===== src/rtl/sbmips_pkg.sv =====
// Shared definitions for the stack-machine core: opcode encoding and default datapath width.
package sbmips_pkg;

    // Default operand width, shared between the operand stack and the datapath.
    parameter int unsigned DefaultDataW = 8;

    typedef enum logic [2:0] {
        OpNop      = 3'd0,
        OpPush     = 3'd1,
        OpPop      = 3'd2,
        OpPop2Push = 3'd3,
        OpDup      = 3'd4,
        OpSwap     = 3'd5,
        OpFlush    = 3'd6,
        OpClrErr   = 3'd7
    } stack_op_t;

endpackage


===== src/rtl/stack_regfile.sv =====
// Operand stack storage: two asynchronous read ports, two synchronous write ports, no reset.
module stack_regfile #(
    parameter int unsigned DATA_W = 8,
    parameter int unsigned DEPTH  = 16,
    parameter int unsigned AW     = $clog2(DEPTH)
) (
    input  logic              clk_i,
    input  logic [AW-1:0]     rd0_addr_i,
    output logic [DATA_W-1:0] rd0_data_o,
    input  logic [AW-1:0]     rd1_addr_i,
    output logic [DATA_W-1:0] rd1_data_o,
    input  logic              we0_i,
    input  logic [AW-1:0]     wa0_i,
    input  logic [DATA_W-1:0] wd0_i,
    input  logic              we1_i,
    input  logic [AW-1:0]     wa1_i,
    input  logic [DATA_W-1:0] wd1_i
);

    logic [DATA_W-1:0] mem_q [DEPTH];

    assign rd0_data_o = mem_q[rd0_addr_i];
    assign rd1_data_o = mem_q[rd1_addr_i];

    // Both ports only fire together for SWAP, which always targets two distinct entries.
    always_ff @(posedge clk_i) begin
        if (we0_i) begin
            mem_q[wa0_i] <= wd0_i;
        end
        if (we1_i) begin
            mem_q[wa1_i] <= wd1_i;
        end
    end

endmodule


===== src/rtl/sbmips_stack.sv =====
// Parametrised operand stack: one opcode per cycle, zero-latency TOS/NOS, sticky error flags.
module sbmips_stack
    import sbmips_pkg::*;
#(
    parameter int unsigned DATA_W = DefaultDataW,
    parameter int unsigned DEPTH  = 16,
    parameter int unsigned CNT_W  = $clog2(DEPTH) + 1
) (
    input  logic              clk_i,
    input  logic              rst_ni,
    input  logic [2:0]        op_i,
    input  logic [DATA_W-1:0] din_i,
    output logic [DATA_W-1:0] tos_o,
    output logic [DATA_W-1:0] nos_o,
    output logic [CNT_W-1:0]  count_o,
    output logic              empty_o,
    output logic              full_o,
    output logic              overflow_o,
    output logic              underflow_o
);

    localparam int unsigned AW = $clog2(DEPTH);

    stack_op_t         op;
    logic [CNT_W-1:0]  sp_q, sp_d;
    logic              ovf_q, ovf_d;
    logic              unf_q, unf_d;
    logic              has1, has2, is_full;
    logic [AW-1:0]     addr_top, addr_nxt, addr_new;
    logic [DATA_W-1:0] top_raw, nxt_raw;
    logic              we0, we1;
    logic [AW-1:0]     wa0, wa1;
    logic [DATA_W-1:0] wd0, wd1;

    assign op       = stack_op_t'(op_i);
    assign has1     = (sp_q != '0);
    assign has2     = (sp_q >= CNT_W'(2));
    assign is_full  = (sp_q == CNT_W'(DEPTH));

    // Addresses wrap modulo DEPTH; entries they reach when invalid are gated off below.
    assign addr_new = sp_q[AW-1:0];
    assign addr_top = sp_q[AW-1:0] - AW'(1);
    assign addr_nxt = sp_q[AW-1:0] - AW'(2);

    stack_regfile #(
        .DATA_W (DATA_W),
        .DEPTH  (DEPTH),
        .AW     (AW)
    ) u_regfile (
        .clk_i      (clk_i),
        .rd0_addr_i (addr_top),
        .rd0_data_o (top_raw),
        .rd1_addr_i (addr_nxt),
        .rd1_data_o (nxt_raw),
        .we0_i      (we0),
        .wa0_i      (wa0),
        .wd0_i      (wd0),
        .we1_i      (we1),
        .wa1_i      (wa1),
        .wd1_i      (wd1)
    );

    // Precondition decode: legal ops update sp/storage, illegal ones only raise a flag.
    always_comb begin
        sp_d  = sp_q;
        ovf_d = ovf_q;
        unf_d = unf_q;
        we0   = 1'b0;
        wa0   = addr_new;
        wd0   = din_i;
        we1   = 1'b0;
        wa1   = addr_nxt;
        wd1   = top_raw;
        unique case (op)
            OpPush: begin
                if (is_full) begin
                    ovf_d = 1'b1;
                end else begin
                    we0  = 1'b1;
                    sp_d = sp_q + CNT_W'(1);
                end
            end
            OpPop: begin
                if (!has1) begin
                    unf_d = 1'b1;
                end else begin
                    sp_d = sp_q - CNT_W'(1);
                end
            end
            OpPop2Push: begin
                if (!has2) begin
                    unf_d = 1'b1;
                end else begin
                    we0  = 1'b1;
                    wa0  = addr_nxt;
                    sp_d = sp_q - CNT_W'(1);
                end
            end
            OpDup: begin
                if (!has1) begin
                    unf_d = 1'b1;
                end else if (is_full) begin
                    ovf_d = 1'b1;
                end else begin
                    we0  = 1'b1;
                    wd0  = top_raw;
                    sp_d = sp_q + CNT_W'(1);
                end
            end
            OpSwap: begin
                if (!has2) begin
                    unf_d = 1'b1;
                end else begin
                    we0 = 1'b1;
                    wa0 = addr_top;
                    wd0 = nxt_raw;
                    we1 = 1'b1;
                end
            end
            OpFlush: begin
                sp_d = '0;
            end
            OpClrErr: begin
                ovf_d = 1'b0;
                unf_d = 1'b0;
            end
            default: begin
                // OpNop: hold state.
            end
        endcase
    end

    // Stack pointer and sticky flags; reset discards any op in flight.
    always_ff @(posedge clk_i or negedge rst_ni) begin
        if (!rst_ni) begin
            sp_q  <= '0;
            ovf_q <= 1'b0;
            unf_q <= 1'b0;
        end else begin
            sp_q  <= sp_d;
            ovf_q <= ovf_d;
            unf_q <= unf_d;
        end
    end

    // Storage is never reset, so invalid entries are forced to zero on the outputs.
    always_comb begin
        tos_o       = has1 ? top_raw : '0;
        nos_o       = has2 ? nxt_raw : '0;
        count_o     = sp_q;
        empty_o     = !has1;
        full_o      = is_full;
        overflow_o  = ovf_q;
        underflow_o = unf_q;
    end

endmodule

===== config.mk =====
export PLATFORM = sky130hd
export DESIGN_NAME = sbmips_stack
export DESIGN_NICKNAME = d
export VERILOG_FILES = /design/src/rtl/sbmips_pkg.sv /design/src/rtl/stack_regfile.sv /design/src/rtl/sbmips_stack.sv
export SDC_FILE = /design/constraint.sdc
export NUM_CORES = 1
export LEC_CHECK = 0
export CORE_ASPECT_RATIO = 2
export CORE_MARGIN = 3
export CORE_UTILIZATION = 55
export CTS_CLUSTER_DIAMETER = 150
export CTS_CLUSTER_SIZE = 28
export DETAILED_ROUTE_END_ITERATION = 10
export GPL_TIMING_DRIVEN = 0
export PLACE_DENSITY = 0.71
export SLEW_MARGIN = 20
export SYNTH_ARGS = -nofsm -noshare
export SYNTH_HDL_FRONTEND = slang
export SYNTH_HIERARCHICAL = 1
export SYNTH_SLANG_ARGS = --single-unit

===== constraint.sdc =====
create_clock -name clk_i -period 9.45 [get_ports clk_i]
set_input_delay 0.945 -clock clk_i [delete_from_list [all_inputs] [get_ports clk_i]]
set_output_delay 0.945 -clock clk_i [all_outputs]
set_load 0.05 [all_outputs]

Word-level counts from Yosys, hierarchy flattened
Memory sizes are Yosys's and may differ from the RTL's.
Cells that the tools add are included.
{ "op_classes": {"n_reduce_logical": 10, "shift": 0, "n_addsub": 4, "magnitude_cmp": 1, "muxes": 29, "bitwise_logic": 0, "n_mul": 0, "div": 0, "eq_ne": 13} }
{ "ops": {"columns": ["operator", "count"], "rows": [
  ["$mux 8", 5],
  ["$pmux 5 s5", 1],
  ["$mux 5", 4],
  ["$pmux 8 s2", 1],
  ["$eq 3x3->1 const B", 4],
  ["$mux 1", 12],
  ["$ne 2x2->1 const B", 5],
  ["$reduce_bool 5->1", 2],
  ["$pmux 1 s3", 3],
  ["$mux 4", 2],
  ["$pmux 4 s2", 1],
  ["$eq 3x2->1 const B", 2],
  ["$reduce_bool 3->1", 2],
  ["$add 5x1->5 const B", 1],
  ["$eq 5x5->1 const B", 1],
  ["$ge 5x2->1 const B", 1],
  ["$sub 5x1->5 const B", 1],
  ["$reduce_and 4->1", 1],
  ["$reduce_or 2->1", 2],
  ["$sub 4x1->4 const B", 1],
  ["$sub 4x2->4 const B", 1],
  ["$eq 3x1->1 const B", 1],
  ["$reduce_and 3->1", 1],
  ["$reduce_and 2->1", 1],
  ["$logic_not 1->1", 1]
]} }
{ "word_totals": {"mem_bits_ro": 0, "ram_bits": 128, "n_memories": 1, "latch_bits": 0, "ff_bits": 7} }
{ "memory_table": {"columns": ["memory", "words", "width", "rd", "rd_ports_with_merged_regs", "write_ports", "line", "source"], "rows": [
  ["u_regfile.mem_q", 16, 8, 2, 0, 2, "stack_regfile.sv:20", "logic [DATA_W-1:0] mem_q [DEPTH];"]
]} }

Logic depth before layout (Yosys ltp)
Gate-level depths: netlist of run 1.
{ "logic_depth": {"depth_word": 6, "ltp_mapped": 13} }

Hierarchy
The synthesis of run 1 kept the hierarchy.
{ "modules_own_cells": {"columns": ["mod", "cells_per_inst", "n_inst", "area_each_um2"], "rows": [
  ["stack_regfile", 468, 1, 7717.4],
  ["sbmips_stack", 150, 1, 1174.9]
]} }

Worst setup path after synthesis of run 1
No wires, ideal clock.
{ "synth_timing": {"path_kind": "register to output", "from": "reg sp_q[1], in the netlist count_o[1]", "to": "out tos_o[5]", "path_buffers": 1, "path_slack_ps": 5288, "arrival_ps": 3217, "stages_incl_launch_ff": 10, "required_ps": 8505, "path_cell_list": "dfrtp_1 > inv_1 > ha_1 > a21boi_0 > xor2_1 > nor2b_1 > clkbuf_1 > a22oi_1 > nand2_1 > nor2b_1"} }
{ "synth_between": {"elab_chain_len": 3, "elab_cells_between_ends": 4} }
{ "synth_rtl": {"columns": ["element", "line", "source"], "rows": [
  ["start, declared", "sbmips_stack.sv:25", "logic [CNT_W-1:0] sp_q, sp_d;"],
  ["start signal, assigned", "sbmips_stack.sv:140", "sp_q <= sp_d;"],
  ["$sub 4x1->4", "sbmips_stack.sv:42", "assign addr_top = sp_q[AW-1:0] - AW'(1);"],
  ["via addr_top[3]", "sbmips_stack.sv:29", "logic [AW-1:0] addr_top, addr_nxt, addr_new;"],
  ["$mem_v2 16x8", null, null],
  ["via top_raw[5]", "sbmips_stack.sv:30", "logic [DATA_W-1:0] top_raw, nxt_raw;"],
  ["$mux 8", "sbmips_stack.sv:148", "tos_o = has1 ? top_raw : '0;"],
  ["end, declared", "sbmips_stack.sv:13", "output logic [DATA_W-1:0] tos_o,"]
]} }
The timed path passes the listed nets, and every way through them passes these cells.

Worst setup path in the final report of run 1
{ "layout_timing": {"from": "reg sp_q[1], in the netlist count_o[1]", "to": "out tos_o[0]"} }
Same word-level chain as after synthesis.

==> results of run 1 <==
worst max-delay path, stage by stage, from the launching register on:
cell             delay [ns]
dfrtp_1                0.50
inv_1                  0.53
ha_1                   0.37
inv_1                  0.17
buf_1                  0.73
mux4_2                 0.45
a22oi_1                0.50
nand2_1                0.43
nor2b_1                0.25
clkdlybuf4s50_1        0.70
state kept, by name, summed over array words and instances (netlist names):
register	count
u_regfile/mem_q	128
count_o	5
overflow_o	1
underflow_o	1
per-layer routing:
metal | GRT usage, % | share of wire (%) | routed length (um)
met1 | 33.1 | 30 | 8520
met5 | 0 | 0 | 0
met2 | 60.3 | 54 | 15400
met3 | 6.63 | 6.7 | 1920
met4 | 26.2 | 9.6 | 2740
metrics by stage:
step	setup slack, ns	cells	util [%]	cell area [sq um]	hold slack [ns]
floorplan	5.29	618	-	8890	0.649
global placement	4.16	855	60.2	9500	0.562
detailed placement	4.08	863	60.7	9580	0.588
CTS	3.62	895	64.4	10200	0.596
global route	3.33	896	64.6	10200	0.629
finish	3.42	896	64.6	10200	0.593
how the worst min path moves through the flow:
stage	from	endpoint	slack [ns]
2_1_floorplan	rst_ni	count_o[0]	0.65
3_3_place_gp	underflow_o	underflow_o	0.56
3_5_place_dp	underflow_o	underflow_o	0.59
4_1_cts	underflow_o	underflow_o	0.60
5_1_grt	underflow_o	underflow_o	0.63
6_report	underflow_o	underflow_o	0.59
Yosys cell counts, types with 4 or more instances:
library cell | instances | share of area (%)
clkbuf_1 | 15 | 0.63
buf_4 | 8 | 0.68
mux2_4 | 19 | 3.2
nor2_2 | 9 | 0.63
a22oi_1 | 40 | 3.4
buf_6 | 4 | 0.51
inv_1 | 8 | 0.34
a21oi_1 | 7 | 0.39
buf_2 | 10 | 0.56
ha_1 | 8 | 1.1
buf_1 | 7 | 0.30
mux2_1 | 17 | 2.2
nand2b_1 | 9 | 0.63
o22ai_1 | 11 | 0.77
nand2_1 | 48 | 2.0
xor2_1 | 4 | 0.39
and2_2 | 8 | 0.68
edfxtp_1 | 128 | 43
clkdlybuf4s15_1 | 8 | 0.90
nor2_1 | 12 | 0.51
nor2b_1 | 14 | 0.98
mux4_2 | 64 | 16
dfrtp_1 | 7 | 2.0
o21ai_0 | 10 | 0.56
mux2_2 | 95 | 12
cell families after synthesis:
family / after synthesis / share of synthesized area, %
flip-flops: 135 / 45.2
adder cells (fa/ha/maj): 9 / 1.35
XOR/XNOR: 7 / 0.689
AO/OA/AOI/OAI: 86 / 6.74
AND/OR/NAND/NOR: 124 / 8.25
buffers and inverters: 61 / 4.07
multiplexers: 196 / 33.7
final cells by class:
type,count,area (sq um),share of cell area [%]
Buffer,53,332,3.25
Timing Repair Buffer,45,428,4.20
Clock buffer,20,457,4.48
Clock inverter,12,128,1.25
Multi-Input combinational cell,422,4540,44.6
Sequential cell,135,4020,39.4
Inverter,8,30.0,0.295
Tap cell,201,251,2.47
==> metrics.txt, run 1 <==
# rows=65; First-pass DRT Iterations=5; number of antenna violations at the first check in global routing=0; endpoint kind of the worst setup timing path=primary output; arrival time worst endpoint=5.08 ns; final critical-path share of the clock period=63.8%; HPWL reported at the end of detailed placement=20,500 um; number of violations reported at the end of detailed-routing iteration 0=706; worst reg-to-reg path cell count=11; diode insertion count for antenna repair=0; growth of design area from synthesis to finish=14.6%; root buffer selected by CTS=clkbuf_16; synthesized instance count=618; setup repair after global routing missed its margin=no; commonest non-fill, non-tap cells in the layout=edfxtp_1, mux2_2, mux4_2, nand2_1, a22oi_1; number of max-cap violations=0; Avg WL per Cell=31.9 um; final hold violation count=0; EDFF count, synth=128; number of synthesized register bits=135; grt total ovfl=0; Die ar.=0.0178 sq mm; Tightest Pin Transition=1.12 ns; number of remaining DRC errors=0; total via count in the routed design=6,315; async set-reset flop share out of synthesis=5.19%; Hold Path Cell Cnt=2; startpoint kind of the worst setup timing path=register; number of clock sinks seen by CTS=135; Vert. Die Dim=186 um; vias in the first global route=6,615; average size of a mapped cell=14.4 sq um; capture point of the critical path=tos_o[0]; Die X=95.9 um; Synth warnings=6; pin count of the biggest net entering global routing=19; fraction of final layout cells with drive strength greater than 1=40.0%; post-synth design cell area=0.00889 sq mm; net count after synthesis=640; CTS tree=yes; sequential element share of the synthesized area=45.2%; final number of setup-violating endpoints=0; vias per cell=7.05; clock buffer depth=2; Post-CTS Repair Setup Buffers=0; weighted congestion at the end of routability-driven global placement=0.933; global routing usage summed across all routing layers=33.8%; source of the worst register-to-register timing path=count_o[1]; routed wire length=28,500 um; top achievable clock speed=166 MHz; Hold WC Path Type=register to register; most common cell after layout, fill and taps aside=edfxtp_1; R2R setup slack=4.20 ns; result of the run=finished clean; clk_lat worst skew=0.43 ns; Pins Over Slew Limit=0; source of the critical timing path=count_o[1]; Worst Path Required=8.51 ns; prevailing post-synth register cell=edfxtp_1; clock transition at the registers of the reported paths=0.06 ns; Worst Clk Skew=0.00707 ns; distinct cell type count of the synthesized netlist=61; setup TNS=0 ns; Starting Density=56.4%; relative slew slack=25.5%; cts-stage hold buffer count=0; port buffer count=36; Core Area=0.0158 sq mm; post-layout minimum cycle time=6.03 ns; H-tree depth reported by CTS=4; Ports=38; clock buffer count from CTS=17; number of nets in the finished design=704; Worst Path Class, Setup=register to primary output; filler instances=1,229; post-cts resize count=0; worst-path maximum fanout=18; antenna-violating nets left=0; first-pass GRT wire length=41,000 um; Crit Reg-Reg Endpoint=u_regfile/mem_q[5][0]
Power of run 1 is left out: the tool's default activity adds up to more than one toggle a clock period on the data nets, which glitch-free logic cannot reach.
==> run 2, diff against run 1 <==
clock period = 5.7 ns   (was 9.45 ns; I/O delays follow)
==> run 2 against run 1 <==
Against the previous run:
- via count up 0.55%
- first-iteration DRC count down 4.8%
- sequential share of layout area barely moved
- critical path depth stayed put
==> metrics.txt, run 2 (synthesized netlist as in run 1, its figures left out) <==
result of the run=finished clean (unchanged); Die ar.=0.0178 sq mm (unchanged); First-pass DRT Iterations=7 (was 5); clock transition at the registers of the reported paths=0.06 ns (about the same); number of flip-flops in the largest register=128 (unchanged); number of max-cap violations=0 (unchanged); Die X=95.9 um (unchanged); tightest hold margin=0.432 ns (was 0.593 ns); footprint of the multi-input gates=0.00454 sq mm (unchanged); Tightest Pin Transition=1.09 ns (was 1.12 ns); number of antenna violations at the first check in global routing=0 (unchanged); Starting Density=56.4% (unchanged); most common cell after layout, fill and taps aside=edfxtp_1 (unchanged); worst stage delay on the critical path=0.71 ns (was 0.73 ns); final number of setup-violating endpoints=0 (unchanged); Worst Path Required=5.13 ns (was 8.51 ns); number of remaining DRC errors=0 (unchanged); worst-path maximum fanout=18 (unchanged); total via count in the routed design=6,350 (was 6,315); commonest non-fill, non-tap cells in the layout=edfxtp_1, mux2_2, mux4_2, nand2_1, a22oi_1 (unchanged); Reg area=0.00402 sq mm (unchanged); antenna-violating nets left=0 (unchanged); vias in the first global route=6,615 (unchanged); Hold WC Path Type=primary input to register (was register to register); clk_lat worst skew=0.43 ns (about the same); first-pass GRT wire length=41,000 um (unchanged); Critical Path, Cell by Cell=inv_1 -> ha_1 -> inv_1 -> clkbuf_1 -> mux4_2 -> a22oi_1 -> nand2_1 -> nor2b_1 -> clkdlybuf4s50_1 (was inv_1 -> ha_1 -> inv_1 -> buf_1 -> mux4_2 -> a22oi_1 -> nand2_1 -> nor2b_1 -> clkdlybuf4s50_1); Ports=38 (unchanged); worst reg-to-reg path cell count=11 (unchanged); root buffer selected by CTS=clkbuf_16 (unchanged); routed wire length=28,600 um (was 28,500 um); Crit path top cell by count=inv_1 (unchanged); number of clock sinks seen by CTS=135 (unchanged); clock buffer depth=2 (unchanged); vias per cell=7.09 (was 7.05); Worst Clk Skew=0.00708 ns (was 0.00707 ns); arrival time worst endpoint=5.02 ns (was 5.08 ns); Core Area=0.0158 sq mm (unchanged); weighted congestion at the end of routability-driven global placement=0.933 (unchanged); H-tree depth reported by CTS=4 (unchanged); Hold Path Cell Cnt=2 (unchanged); fraction of final layout cells with drive strength greater than 1=40.1% (was 40.0%); Worst path slowest cell=clkbuf_1 (was buf_1); HPWL reported at the end of detailed placement=20,500 um (unchanged); pin count of the biggest net entering global routing=19 (unchanged); grt total ovfl=0 (unchanged); top achievable clock speed=179 MHz; register with the highest flop count=u_regfile/mem_q (unchanged); port buffer count=36 (unchanged); startpoint kind of the worst setup timing path=register (unchanged); setup repair after global routing missed its margin=no (unchanged); clock buffer count from CTS=17 (unchanged); diode insertion count for antenna repair=0 (unchanged); final hold violation count=0 (unchanged); filler instances=1,228 (was 1,229); Vert. Die Dim=186 um (unchanged); Pins Over Slew Limit=0 (unchanged); number of violations reported at the end of detailed-routing iteration 0=672 (was 706); endpoint kind of the worst setup timing path=primary output (unchanged); # rows=65 (unchanged); relative slew slack=27.1% (was 25.5%); Avg WL per Cell=31.9 um (about the same); Worst Path Class, Setup=register to primary output (unchanged); CTS tree=yes (unchanged); post-layout minimum cycle time=5.59 ns; global routing usage summed across all routing layers=33.8% (unchanged); setup TNS=0 ns (unchanged); growth of design area from synthesis to finish=14.6% (about the same); final critical-path share of the clock period=98.0%; number of nets in the finished design=704 (unchanged)
-- run 2: cell types whose count changed in the layout (fill, tap and decap cells not counted), sizes merged --
cell / delta
buf: -1
clkbuf: +1
-- run 2: final cells by class --
type,instances,area share [%]
inverter,8,0.295
clock buffer,20,4.48
clock inverter,12,1.25
multi-input combinational,422,44.6
tap,201,2.47
timing repair buffer,45,4.20
buffer,53,3.27
sequential,135,39.4
-- run 2: timing repair --
| item | 4_1_cts | 5_1_grt |
|---|---|---|
| setup buffers | 0 | 0 |
| gates resized for setup | 0 | 2 |
| endpoints found under the setup margin | 0 | 1 |
| hold buffers | 0 | 0 |
| endpoints found under the hold margin | 0 | 0 |
-- run 2: worst max-delay path: cells and delay by family, from the launching register on --
| kind | cells | cell delay, ns |
|---|---|---|
| flops | 1 | 0.51 |
| simple gates | 2 | 0.68 |
| fa+ha+maj | 1 | 0.37 |
| buf+inv | 4 | 2.13 |
| mux | 1 | 0.41 |
| compound gates | 1 | 0.48 |
-- run 2: per-stage QoR --
step	cells	instance area (sq um)	utilization (%)	setup WS, ns
6_report	896	10200	64.6	0.112
5_1_grt	896	10200	64.6	0.00912
4_1_cts	895	10200	64.4	0.240
3_5_place_dp	863	9580	60.7	0.700
3_3_place_gp	855	9500	60.2	0.781
2_1_floorplan	618	8890	-	1.91
-- run 2: path summary, 6_finish.rpt --
check	from	to	slack (ns)
min in group asynchronous	rst_ni	count_o[1]	0.46
max in group asynchronous	rst_ni	count_o[0]	4.94
worst min register to register	underflow_o	underflow_o	0.59
worst min-delay path	op_i[0]	overflow_o	0.43
worst max register to register	count_o[1]	u_regfile/mem_q[6][2]	0.50
worst max-delay path	count_o[1]	tos_o[6]	0.11
-- run 2: per-layer routing --
| layer | routed length, um | share of wire, % | GRT usage (%) |
|---|---|---|---|
| met4 | 2720 | 9.5 | 26.2 |
| met5 | 0 | 0 | 0 |
| met3 | 1880 | 6.6 | 6.63 |
| met2 | 15400 | 54 | 60.3 |
| met1 | 8590 | 30 | 33.1 |
Power of run 2 is left out for the same reason.
==> run 3, diff against run 2 <==
MAX_ROUTING_LAYER = met4   (was unset)
SYNTH_HIERARCHICAL = unset   (was 1)
==> run 3 against run 2 <==
Against the previous run:
- fmax decreased by 1.1%
- clock skew increased by 0.0030 ns
- count of clock-buffer cells in the layout decreased by 2
- critical path depth increased by 1
- worst hold slack got worse by 0.021 ns
- global-route usage increased by 11 points
- via count increased by 46%
==> metrics.txt, run 3 <==
Ports=38 (unchanged); filler instances=1,284 (was 1,228); EDFF count, synth=128 (unchanged); pin count of the biggest net entering global routing=17 (was 19); Core Area=0.0170 sq mm (was 0.0158 sq mm); weighted congestion at the end of routability-driven global placement=1.12 (was 0.933); number of nets in the finished design=949 (was 704); post-synth design cell area=0.00965 sq mm (was 0.00889 sq mm); met1 Usage GRT=47.1% (was 33.1%); number of clock sinks seen by CTS=135 (unchanged); setup repair after global routing missed its margin=no (unchanged); area share of the largest cell type after synthesis=39.8% (was 43.2%); net count after synthesis=884 (was 640); port buffer count=37 (was 36); first-pass GRT wire length=60,200 um (was 41,000 um); fraction of final layout cells with drive strength greater than 1=19.9% (was 40.1%); First-pass DRT Iterations=9 (was 7); worst-path maximum fanout=12 (was 18); R2R setup slack=0.31 ns (was 0.50 ns); final critical-path share of the clock period=99.1% (was 98.0%); number of synthesized register bits=135 (unchanged); H-tree depth reported by CTS=4 (unchanged); most common cell after layout, fill and taps aside=nor2_1 (was edfxtp_1); cts-stage hold buffer count=0 (unchanged); Hold WC Path Type=primary input to async pin (was primary input to register); total via count in the routed design=9,262 (was 6,350); Crit Reg-Reg Endpoint=u_regfile.mem_q[0][2] (was u_regfile/mem_q[6][2]); Worst Path Required=5.13 ns (about the same); clock buffer count from CTS=17 (unchanged); diode insertion count for antenna repair=0 (unchanged); setup TNS=0 ns (unchanged); clock buffer depth=2 (unchanged); average size of a mapped cell=11.2 sq um (was 14.4 sq um); footprint of the multi-input gates=0.00538 sq mm (was 0.00454 sq mm); dominant cell by count in the synthesized netlist=nor2_1 (was edfxtp_1); sequential element share of the synthesized area=41.6% (was 45.2%); Reg area=0.00402 sq mm (unchanged); number of flip-flops in the largest register=128 (unchanged); source of the worst register-to-register timing path=count_o[0] (was count_o[1]); Vert. Die Dim=193 um (was 186 um); Worst Path Class, Setup=register to primary output (unchanged); growth of design area from synthesis to finish=16.8% (was 14.6%); post-layout minimum cycle time=5.65 ns (was 5.59 ns); final number of setup-violating endpoints=0 (unchanged); # rows=67 (was 65); number of max-cap violations=0 (unchanged); Synth warnings=0 (was 6); endpoint kind of the worst setup timing path=primary output (unchanged); number of remaining DRC errors=0 (unchanged); Tightest Pin Transition=1.11 ns (was 1.09 ns); top achievable clock speed=177 MHz (was 179 MHz); Die X=99.7 um (was 95.9 um); post-synthesis cell type with the largest combined area=edfxtp_1 (unchanged); antenna-violating nets left=0 (unchanged); register with the highest flop count=u_regfile.mem_q (was u_regfile/mem_q); commonest non-fill, non-tap cells in the layout=nor2_1, edfxtp_1, a41oi_1, mux2i_1, mux4_2 (was edfxtp_1, mux2_2, mux4_2, nand2_1, a22oi_1); grt total ovfl=0 (unchanged); GR Layer Usage met2=68.6% (was 60.3%); arrival time worst endpoint=5.08 ns (was 5.02 ns); synthesized instance count=860 (was 618); root buffer selected by CTS=clkbuf_16 (unchanged); startpoint kind of the worst setup timing path=register (unchanged); async set-reset flop share out of synthesis=5.19% (unchanged); distinct cell type count of the synthesized netlist=66 (was 61); prevailing post-synth register cell=edfxtp_1 (unchanged); largest cells by area after synthesis=edfxtp_1, a41oi_1, mux4_2 (was edfxtp_1, mux4_2, mux2_2); clk_lat worst skew=0.43 ns (about the same); relative slew slack=25.8% (was 27.1%); Worst Clk Skew=0.0101 ns (was 0.00708 ns); vias in the first global route=9,409 (was 6,615); final hold violation count=0 (unchanged); CTS tree=yes (unchanged); global routing usage summed across all routing layers=45.2% (was 33.8%); clock transition at the registers of the reported paths=0.06 ns (about the same); Die ar.=0.0193 sq mm (was 0.0178 sq mm); worst reg-to-reg path cell count=14 (was 11); number of antenna violations at the first check in global routing=0 (unchanged); global routing's busiest layer=met2 (unchanged); Starting Density=56.7% (was 56.4%); routed wire length=42,200 um (was 28,600 um); Pins Over Slew Limit=0 (unchanged); synth cell count leaders=nor2_1, edfxtp_1, a41oi_1 (was edfxtp_1, mux2_2, mux4_2); M3 GR Usage=11.8% (was 6.63%); result of the run=finished clean (unchanged); HPWL reported at the end of detailed placement=30,200 um (was 20,500 um); number of cells after detailed placement=1,117 (was 863); vias per cell=8.09 (was 7.09); Avg WL per Cell=36.9 um (was 31.9 um); number of violations reported at the end of detailed-routing iteration 0=1,446 (was 672); post-layout instance count excluding filler cells=1,145 (was 896)
-- run 3: changes by cell type in the layout (fill, tap and decap cells not counted), sizes merged, moves of 16 or more --
cell	before	now
a41oi	0	112
a22oi	40	2
o31ai	0	18
buf	36	61
mux4	64	43
mux2	131	1
o21ai	11	32
clkbuf	38	62
mux2i	1	58
nor2	21	133
a2111oi	0	16
-- run 3: final cells by class --
| type | count | share of cell area (%) |
|---|---|---|
| flip-flops and latches | 135 | 35.6 |
| multi-input cells | 624 | 47.7 |
| plain buffers | 89 | 3.85 |
| clock inverters | 14 | 1.61 |
| repair buffers | 51 | 4.82 |
| well taps | 207 | 2.30 |
| inverters | 7 | 0.244 |
| clock buffers | 18 | 3.81 |
-- run 3: logic make-up after synthesis --
kind of cell               synth area share (%)
xor gates and xnor gates                   1.21
AOI/OAI and AO/OA                          22.6
buffers and inverters                      4.77
muxes                                      17.1
adders and majority gates                  1.50
DFF                                        41.6
and+or+nand+nor                            11.2
-- run 3: how the worst max path moves through the flow --
stage,from,to,slack [ns],cells after the start
4_1_cts,count_o[0],tos_o[6],0.008,13
2_1_floorplan,count_o[0],tos_o[1],0.80,11
3_3_place_gp,count_o[0],u_regfile.mem_q[12][2],-1.58,13
5_1_grt,count_o[0],tos_o[7],0.004,14
6_report,count_o[0],empty_o,0.05,10
3_5_place_dp,count_o[0],tos_o[0],-1.02,14
-- run 3: per-stage QoR --
step                      instance area, sq um  utilization (%)  setup slack (ns)  hold slack, ns
after floorplan                           9650                -             0.802           0.274
after global routing                     11300             66.3           0.00395           0.414
after global placement                   10300             60.4             -1.58           0.528
after CTS                                11300             66.3           0.00791           0.415
after detailed placement                 10600             62.5             -1.02           0.541
final                                    11300             66.3            0.0518           0.411
-- run 3: timing repair --
| item | 4_1_cts | 5_1_grt |
|---|---|---|
| setup buffers | 1 | 0 |
| gates cloned | 0 | 0 |
| pin swaps | 1 | 0 |
| resized for setup | 29 | 10 |
| endpoints found under the setup margin | 196 | 14 |
-- run 3: critical path: stages (launching register included) --
cell and delay, ns:
dfrtp_1 0.52, buf_6 0.21, buf_4 0.21, clkinv_2 0.22
clkbuf_2 0.34, clkbuf_4 0.39, ha_1 0.21, clkbuf_1 0.65
nor4b_1 0.45, clkbuf_2 0.50, clkdlybuf4s50_1 0.90
-- run 3: per-layer routing --
metal,up-vias,wire length (um)
li1,3669,-
met1,4387,12600
met2,863,19700
met3,343,4740
met4,0,5130
met5,-,0
Power of run 3 is left out for the same reason.
==> patch 1, RTL diff (config.mk and constraints of run 3) <==
Register the output `count_o`, with the module's reset; this adds one clock of latency there. The other outputs are not delayed to match.
--- a/src/rtl/sbmips_stack.sv
+++ b/src/rtl/sbmips_stack.sv
@@ -22,2 +22,4 @@
     localparam int unsigned AW = $clog2(DEPTH);
+
+    logic [CNT_W-1:0] count_d;
 
@@ -149,3 +151,3 @@
         nos_o       = has2 ? nxt_raw : '0;
-        count_o     = sp_q;
+        count_d     = sp_q;
         empty_o     = !has1;
@@ -156,2 +158,10 @@
 
+    always_ff @(posedge clk_i or negedge rst_ni) begin
+        if (!rst_ni) begin
+            count_o <= '0;
+        end else begin
+            count_o <= count_d;
+        end
+    end
+
 endmodule
Function: changed (Yosys sat finds a counterexample within 4 cycles, from zero or initial values and one cycle with rst_ni low).
==> patch 1 against run 3 <==
Maximum frequency up 5.0%. Wire length down 25%. Critical path type unchanged. Setup slack better by 270 ps. Clock skew up 4.8 ps. Cell area down 9.4%. Synthesized area down 7.8%. Sequential cell count up 5.
Power is left out: the tool's default activity adds up to more than one toggle a clock period on the data nets, which glitch-free logic cannot reach.
==> patch 1: results (changes against run 3) <==
synth.distinct_cells: 64  # -3.0%
nNetsFinal: 794  # -16%
status: "completed"
cp.arrival_ps: 4810  # -270 ps
hold_path_class: "reg -> reg"
worst_r2r_path_depth: 10  # -4
tightestPinTransition_ps: 1210  # +103 ps
cts_setup_buffers: 0  # -1
max_stage_delay_ps: 730  # -170 ps
worst_r2r_endpoint: "u_regfile.mem_q[10][2]"
hpwl_um: 23300  # -23%
routed_wl_um: 31600  # -25%
synth-seq-area-share: 0.466  # +0.0491
grt_start_max_net_pins: 20  # +3
r2r-start: "count_d[1]"
dp_slack_ps: 189  # +1210 ps
skew_ps: 14.9  # +4.84 ps
netlist_top_cells_count: "edfxtp_1, nand2_1, mux4_2, o22ai_1, o221ai_1"
async_flop_share: 0.0857  # +0.0339
synthTopCellsByArea: "edfxtp_1, mux4_2, o221ai_1"
wl_per_cell_um: 32.1  # -13%
via_per_inst: 7.37  # -8.9%
place_congestion: 0.979  # -12%
track_usage: 0.386  # -0.0666
grt_pass1_wl_um: 46800  # -22%
first_pass_iters: 6  # -3
fin_ws_ps: 322  # +270 ps
drive_above_1_share: 0.222  # +0.0229
cts_resized: 0  # -100%
initialDrtViolationCount: 762  # -47%
-- patch 1: final cells by class --
class / instances / area [µm²]
flip-flops and latches: 140 / 4140
plain buffers: 52 / 354
well taps: 201 / 251
multi-input cells: 503 / 4370
repair buffers: 43 / 419
clock buffers: 18 / 429
fillers: 1262 / 5650
clock inverters: 14 / 189
inverters: 13 / 48.8
-- patch 1: how the worst max path moves through the flow --
| stage | from | to | cells after the start |
|---|---|---|---|
| finish | count_d[1] | tos_o[3] | 11 |
| global route | count_d[1] | tos_o[3] | 11 |
| CTS | count_d[1] | tos_o[3] | 11 |
| detailed placement | count_d[1] | tos_o[3] | 12 |
| global placement | count_d[1] | u_regfile.mem_q[2][7] | 11 |
| floorplan | count_d[1] | tos_o[0] | 11 |
-- patch 1: cells by family after synthesis --
| group | after synthesis | synth area share |
|---|---|---|
| mux | 82 | 0.186 |
| fa+ha+maj | 11 | 0.0163 |
| compound gates | 220 | 0.182 |
| buf+inv | 66 | 0.0457 |
| simple gates | 181 | 0.0928 |
| flops | 140 | 0.466 |
| xor+xnor | 9 | 0.0110 |
-- patch 1: routing by layer --
metal  GRT usage  part of all wire
met4       0.269             0.084
met3      0.0761             0.082
met1       0.414              0.32
met2       0.627              0.51
met5           -                 0
-- patch 1: metrics by stage --
stage	instance area (µm²)	TNS [ps]	hold WS, ps
final	10200	0	410
after global routing	10200	0	432
after CTS	10200	0	417
after detailed placement	9590	0	397
after global placement	9520	-4910	402
after floorplan	8900	0	274
-- patch 1: repair_timing --
action | 4_1_cts | 5_1_grt
setup endpoints to repair | 14 | 0
hold buffers | 0 | 0
hold endpoints to repair | 0 | 0
==> patch 2, RTL diff (flow settings as in run 3) <==
Made on the original files. `DEPTH` is set to 16 in 2 places; all go to 8.
--- a/src/rtl/stack_regfile.sv
+++ b/src/rtl/stack_regfile.sv
@@ -3,3 +3,3 @@
     parameter int unsigned DATA_W = 8,
-    parameter int unsigned DEPTH  = 16,
+    parameter int unsigned DEPTH  = 8,
     parameter int unsigned AW     = $clog2(DEPTH)
--- a/src/rtl/sbmips_stack.sv
+++ b/src/rtl/sbmips_stack.sv
@@ -5,3 +5,3 @@
     parameter int unsigned DATA_W = DefaultDataW,
-    parameter int unsigned DEPTH  = 16,
+    parameter int unsigned DEPTH  = 8,
     parameter int unsigned CNT_W  = $clog2(DEPTH) + 1
Ports: changed (resized count_o); port bits go from 38 to 37. No check against the original RTL was run, so the function may have changed too.
==> patch 2 against run 3 <==
Utilization shrank 1.2 points. Setup slack gained 950 ps. Wire length shrank 59%. Sequential cell count shrank 65. Cell area shrank 48%. First-iteration DRC count shrank 67%. Critical endpoint is now tos_o[2]. Largest cell class unchanged. Critical path type unchanged. Non-clock buffer count shrank 70. Synthesized area shrank 47%.
Power is left out: the tool's default activity adds up to more than one toggle a clock period on the data nets, which glitch-free logic cannot reach.
==> patch 2: results (changes against run 3) <==
place_congestion: 0.979  # -12%
yosys.area_share.adder: 0.0262  # +0.0111
first_pass_iters: 5  # -4
synthTopCellsByArea: "edfxtp_1, mux4_2, o21ai_1"
dpl_cell_area_mm2: 0.00553  # -48%
synth-seq-area-share: 0.409  # -0.00781
htree_levels: 3  # -1
seq_area_mm2: 0.00207  # -48%
hpwl_um: 11600  # -61%
num_vias: 4394  # -53%
async_flop_share: 0.0857  # +0.0339
synthesis.nets: 483  # -45%
largest_reg_flops: 64  # -50%
grt_start_max_net_pins: 14  # -3
cts_root_buffer: "clkbuf_16"
via_per_inst: 7.19  # -11%
synth_mux_area_frac: 0.149  # -0.0220
tightestPinTransition_ps: 1210  # +97.5 ps
path_max_fanout: 10  # -2
max_stage_delay_ps: 740  # -160 ps
portBuffers: 33  # -11%
dp_slack_ps: 1410  # +2440 ps
crit_slowest_cell: "clkdlybuf4s50_1"
synthXorXnorAreaFrac: 0.0106  # -0.00145
synth_edf_count: 64  # -50%
routed_wl_um: 17200  # -59%
cts_setup_buffers: 0  # -1
worst_r2r_path_depth: 9  # -5
nNetsFinal: 527  # -44%
synth-compound-area-share: 0.239  # +0.0129
skew_ps: 5.99  # -4.06 ps
grt_pass1_vias: 4470  # -52%
drive_above_1_share: 0.208  # +0.00889
crit_family: "buffers and inverters"
syn-instance-count: 460  # -47%
r2r-start: "count_o[1]"
synth.distinct_cells: 59  # -11%
track_usage: 0.352  # -0.101
status: "completed"
cp.arrival_ps: 4120  # -960 ps
clk_latency_ps: 330  # -100 ps
grt_pass1_wl_um: 25300  # -58%
r2r_slack_ps: 1700  # +1390 ps
initialDrtViolationCount: 473  # -67%
dp_cells: 595  # -47%
num-fill-cells: 753  # -41%
cts-buffers-inserted: 9  # -8
hold_ws_ps: 500  # +88.9 ps
worst_r2r_endpoint: "u_regfile.mem_q[5][1]"
netlist_top_cells_count: "edfxtp_1, o21ai_1, o21ai_0, nor2_1, buf_6"
cts_resized: 0  # -100%
patch 2: cell type report:
type / instances / area share
Timing Repair Buffer: 33 / 0.0563
Clock buffer: 12 / 0.0455
Sequential cell: 70 / 0.353
Clock inverter: 4 / 0.00918
Tap cell: 102 / 0.0218
Multi-Input combinational cell: 345 / 0.453
Inverter: 8 / 0.00512
Buffer: 37 / 0.0553
patch 2: worst max-delay path by stage:
stage	from	end	slack (ps)	depth (start not counted)
6_report	count_o[1]	tos_o[2]	1010	9
5_1_grt	count_o[1]	tos_o[4]	930	9
4_1_cts	count_o[1]	tos_o[2]	1040	9
3_5_place_dp	count_o[1]	tos_o[2]	1410	9
3_3_place_gp	count_o[1]	tos_o[2]	1480	9
2_1_floorplan	count_o[1]	tos_o[6]	2110	8
patch 2: per-layer routing:
layer  GRT usage  part of all wire  up-vias
met1       0.388              0.33     2117
li1            -                 -     1875
met5           -                 0        -
met3      0.0638             0.089       96
met4       0.235             0.071        0
met2       0.562              0.51      306
